**src/rtl/fft_bank_writer.sv**
```systemverilog
// Write side of the FFT frame buffer: reorders bit-reversed R2MDC pairs into two
// even/odd sample banks and hands completed frame slots to the IFFT bank reader.
module fft_bank_writer #(
  parameter  int N_LOG2 = 6,
  parameter  int DATA_W = 32,
  parameter  int ADDR_W = 10,
  localparam int P_W    = N_LOG2 - 1,
  localparam int S_W    = ADDR_W - N_LOG2 + 1
) (
  input  logic              clk_i,
  input  logic              rst_i,
  input  logic              in_valid_i,
  output logic              in_ready_o,
  input  logic [DATA_W-1:0] in_a_i,
  input  logic [DATA_W-1:0] in_b_i,
  input  logic              rd_release_i,
  output logic              wr_en_o,
  output logic [ADDR_W-1:0] wr_addr_o,
  output logic [DATA_W-1:0] wr_data0_o,
  output logic [DATA_W-1:0] wr_data1_o,
  output logic              frame_done_o,
  output logic [P_W-1:0]    cntr_pairs_o,
  output logic [S_W-1:0]    slot_ptr_o,
  output logic [S_W:0]      occupancy_o,
  output logic              release_err_o
);

  localparam logic [S_W:0] OCC_FULL = {1'b1, {S_W{1'b0}}};

  typedef enum logic [1:0] {IDLE, WRITE, COMMIT} state_t;

  state_t            state_q, state_d;
  logic [P_W-1:0]    cntr_q, cntr_d;
  logic [S_W-1:0]    slot_q, slot_d;
  logic [S_W:0]      occ_q, occ_d;
  logic              err_q, err_d;
  logic              wr_en_q, wr_en_d;
  logic [ADDR_W-1:0] wr_addr_q, wr_addr_d;
  logic [DATA_W-1:0] data0_q, data0_d;
  logic [DATA_W-1:0] data1_q, data1_d;
  logic              accept;
  logic              commit;

  // Pair p lands at natural indices bitrev(p,N) and +1, i.e. in-slot row bitrev(p,N-1).
  function automatic logic [P_W-1:0] bitrev(input logic [P_W-1:0] v);
    logic [P_W-1:0] r;
    for (int i = 0; i < P_W; i++) r[i] = v[P_W-1-i];
    return r;
  endfunction

  assign accept = in_valid_i && (state_q == WRITE);
  assign commit = (state_q == COMMIT);

  always_comb begin
    state_d   = state_q;
    cntr_d    = cntr_q;
    slot_d    = slot_q;
    occ_d     = occ_q;
    err_d     = err_q;
    wr_en_d   = accept;
    wr_addr_d = wr_addr_q;
    data0_d   = data0_q;
    data1_d   = data1_q;

    // A commit and a release in the same cycle cancel out.
    unique case ({commit, rd_release_i})
      2'b10: if (occ_q != OCC_FULL) occ_d = occ_q + 1'b1;
      2'b01: begin
        if (occ_q == '0) err_d = 1'b1;
        else             occ_d = occ_q - 1'b1;
      end
      default: ;
    endcase

    if (commit) slot_d = slot_q + 1'b1;

    if (accept) begin
      wr_addr_d = {slot_q, bitrev(cntr_q)};
      data0_d   = in_a_i;
      data1_d   = in_b_i;
      cntr_d    = cntr_q + 1'b1;
    end

    unique case (state_q)
      IDLE:    if (occ_d != OCC_FULL) state_d = WRITE;
      WRITE:   if (accept && (&cntr_q)) state_d = COMMIT;
      COMMIT:  state_d = (occ_d != OCC_FULL) ? WRITE : IDLE;
      default: state_d = IDLE;
    endcase
  end

  always_ff @(posedge clk_i) begin
    if (rst_i) begin
      state_q   <= IDLE;
      cntr_q    <= '0;
      slot_q    <= '0;
      occ_q     <= '0;
      err_q     <= 1'b0;
      wr_en_q   <= 1'b0;
      wr_addr_q <= '0;
      data0_q   <= '0;
      data1_q   <= '0;
    end else begin
      state_q   <= state_d;
      cntr_q    <= cntr_d;
      slot_q    <= slot_d;
      occ_q     <= occ_d;
      err_q     <= err_d;
      wr_en_q   <= wr_en_d;
      wr_addr_q <= wr_addr_d;
      data0_q   <= data0_d;
      data1_q   <= data1_d;
    end
  end

  assign in_ready_o    = (state_q == WRITE);
  assign frame_done_o  = commit;
  assign wr_en_o       = wr_en_q;
  assign wr_addr_o     = wr_addr_q;
  assign wr_data0_o    = data0_q;
  assign wr_data1_o    = data1_q;
  assign cntr_pairs_o  = cntr_q;
  assign slot_ptr_o    = slot_q;
  assign occupancy_o   = occ_q;
  assign release_err_o = err_q;

endmodule

```
**config.mk**
```make
export PLATFORM = sky130hd
export DESIGN_NAME = fft_bank_writer
export DESIGN_NICKNAME = d
export VERILOG_FILES = /design/src/rtl/fft_bank_writer.sv
export SDC_FILE = /design/constraint.sdc
export NUM_CORES = 1
export LEC_CHECK = 0
export ABC_AREA = 0
export CAP_MARGIN = 20
export CORE_MARGIN = 2
export CORE_UTILIZATION = 42
export DETAILED_ROUTE_END_ITERATION = 16
export GPL_TIMING_DRIVEN = 1
export PLACE_DENSITY = 0.8
export RECOVER_POWER = 100
export SLEW_MARGIN = 20
export SYNTH_ARGS = -nofsm -noshare
export SYNTH_HDL_FRONTEND = slang
export SYNTH_SLANG_ARGS = --single-unit
```
**constraint.sdc**
```tcl
create_clock -name clk_i -period 3.1 [get_ports clk_i]
set_clock_uncertainty 0.05 [all_clocks]
set_input_delay 0.31 -clock clk_i [delete_from_list [all_inputs] [get_ports clk_i]]
set_output_delay 0.31 -clock clk_i [all_outputs]
set_load 0.05 [all_outputs]
```
==> impl_metrics.ini <==
[global_routing]
antenna_found_initial = 0
grt_max_degree = 48
grtUsageMet2 = 0.357
grt-ovfl-total = 0
grt_pass1_vias = 3525
grt_util_met1 = 0.243
grt_busiest_layer = met2
grt_pass1_wl_um = 16600
met3_usage = 0.0712
grt_usage = 0.211

[power]
leakage_uw = 0.00231
switching_share = 0.278
power.share.clock = 0.314
p_int_uw = 1790
p_switching_uw = 686
cellPowerDensity_nw_per_um2 = 447
vdd_ir_drop_max_uv = 322
pwr-share-seq = 0.514
power_frac_comb = 0.173
power_uw = 2470

[status]
status = complete, but fails checks
violations = capacitance limit, slew limit

[place]
dp_cells = 702
hpwlAfterDp_um = 7310
io_buffers = 161
gp_congestion = 0.831

[routing]
firstDrtPassIters = 4
avgViaCountPerCell = 5.08
ant_nets = 0
wl_per_cell_um = 14.1
drc = 0
drt_iter0_drc = 159
vias = 3647
wirelength_um = 10100

[worst_setup_path]
crit_path_end = state_q[0]
worstSetupPathType = flip-flop to flip-flop
cp_max_fo = 9
reg2reg_from = occupancy_o[0]
crit_required_ns = 3.28
crit_start = occupancy_o[0]
crit_path_start_kind = flip-flop
crit_arrival_ns = 2.90
reg2reg_slack_ns = 0.39
r2r_cells = 7
endpoint_kind = flip-flop
r2r_end = state_q[0]

[sta]
drv_slew = 47
final_hold_viol_count = 0
rsz0062_at_grt = false
clock.fmax_mhz = 369
worstMarginPinSlew_ns = 2.18
period_share = 0.875
slew_headroom = -0.452
min_period_ns = 2.71
fin_tns_setup_ns = 0
setup_violations = 0

[floorplanning]
start_util = 0.427
top_level_ports = 162
dieArea_um2 = 9540
core_area_um2 = 8640
rows = 34
die_w_um = 97.7
die_y_um = 97.7

[clock_tree]
cts_buffers = 9
cts_tree = built
clk_latency_ns = 0.34
clock_sinks = 94
h-tree-depth = 3
clock-root-buffer = clkbuf_8
postCtsSetupRepairBufs = 0
cts_buffer_depth = 2
cts-resized-gates = 0
clk_pin_slew_ns = 0.09
hold_buffers = 0

[synth]
synth_ff_type = dfxtp_1
ys_top_cells_by_count = 161 x nand2_1, 94 x dfxtp_1, 79 x a21oi_1, 26 x clkbuf_1, 19 x nor2_1
avgSynthCellArea_um2 = 8.01
yosysMostFrequentCell = nand2_1
synth-edff-count = 0
netlist.area_leader.share = 0.511
syn_inst = 460
synth_area_leaders = dfxtp_1 51%, nand2_1 16%, a21oi_1 11%
synth_area_um2 = 3690
syn-num-nets = 536
ys_seq_area_frac = 0.511
async_flop_share = 0
yosysTopAreaCell = dfxtp_1
synth_warnings = 0
ys_seq_elements = 94
synth_cell_type_count = 45

[finish]
fin_util = 0.640
nets = 681
drive_above_1_share = 0.0426
area_growth_pct = 50.0
insertedDiodeCount = 0
layoutNonFillerInstCount = 718
fillers = 772

[worst_hold_path]
hp-class = flip-flop to flip-flop
hp-start = wr_data1_o[1]

[job]
cap_violations = 1
==> stage by stage <==
stage	worst slack, ns	cell area (µm²)	hold slack [ns]
after floorplan	0.340	3690	0.340
after global placement	0.406	5360	0.391
after detailed placement	0.290	5360	0.397
after CTS	0.552	5540	0.407
after global routing	0.231	5530	0.419
final	0.386	5530	0.401
==> sequential cells by signal, summed over array words and instances (netlist names) <==
name / cells
wr_addr_o: 10
occupancy_o: 6
wr_en_o: 1
wr_data1_o: 32
cntr_pairs_o: 5
release_err_o: 1
slot_ptr_o: 5
wr_data0_o: 32
state_q: 2
==> critical path, cell delays in order, from the launching register on <==
cell       delay, ns
dfxtp_1         0.40
inv_1           0.13
ha_1            0.17
or4b_4          0.49
o21ai_0         0.50
o311a_1         0.24
o2111ai_1       0.17
o41a_1          0.45
==> layout make-up <==
class / instances / area [µm²] / share of cell area
inverters: 5 / 18.8 / 0.00339
repair buffers: 168 / 1680 / 0.304
flip-flops and latches: 94 / 1880 / 0.340
well taps: 108 / 135 / 0.0244
clock inverters: 4 / 47.5 / 0.00860
clock buffers: 12 / 135 / 0.0244
multi-input cells: 327 / 1630 / 0.295
==> layout by cell type, fill, tap and decap left out, types with 4 or more instances in the layout <==
cell	synthesis	final
xor2_1	5	5
dlygate4sd3_1	0	94
ha_1	8	8
clkdlybuf4s50_1	0	66
nor2b_1	5	5
clkbuf_1	26	5
nand2_1	161	160
buf_4	0	4
dfxtp_1	94	94
nor2_1	19	19
inv_1	5	5
o21ai_0	4	5
clkbuf_8	0	9
a21oi_1	79	79
==> routing by layer <==
| layer | vias to the layer above | wire length [µm] |
|---|---|---|
| met3 | 21 | 722 |
| met2 | 130 | 5070 |
| met5 | - | 0 |
| met4 | 0 | 279 |
| met1 | 1689 | 4080 |
| li1 | 1807 | - |
==> power groups by stage <==
stage	registers (µW)	logic, µW	clock network (µW)
6_report	1270	426	776
5_1_grt	1280	453	851
4_1_cts	1270	444	797
3_5_place_dp	1300	443	0
3_3_place_gp	1300	437	0
2_1_floorplan	1440	101	0
==> worst min path at each step <==
stage / to / cells after the start
finish: wr_data1_o[1] / 2
detailed placement: wr_data1_o[1] / 2
global placement: wr_data1_o[16] / 2
CTS: wr_data1_o[1] / 2
floorplan: wr_en_o / 1
global route: wr_data1_o[3] / 2
==> cells by family after synthesis <==
| family | share of synthesized area |
|---|---|
| adder cells (fa/ha/maj) | 0.0272 |
| XOR/XNOR | 0.0166 |
| buffers and inverters | 0.0465 |
| AND/OR/NAND/NOR | 0.237 |
| flip-flops | 0.511 |
| AO/OA/AOI/OAI | 0.156 |
| multiplexers | 0.00543 |
Power figures use the tool's default switching activity.
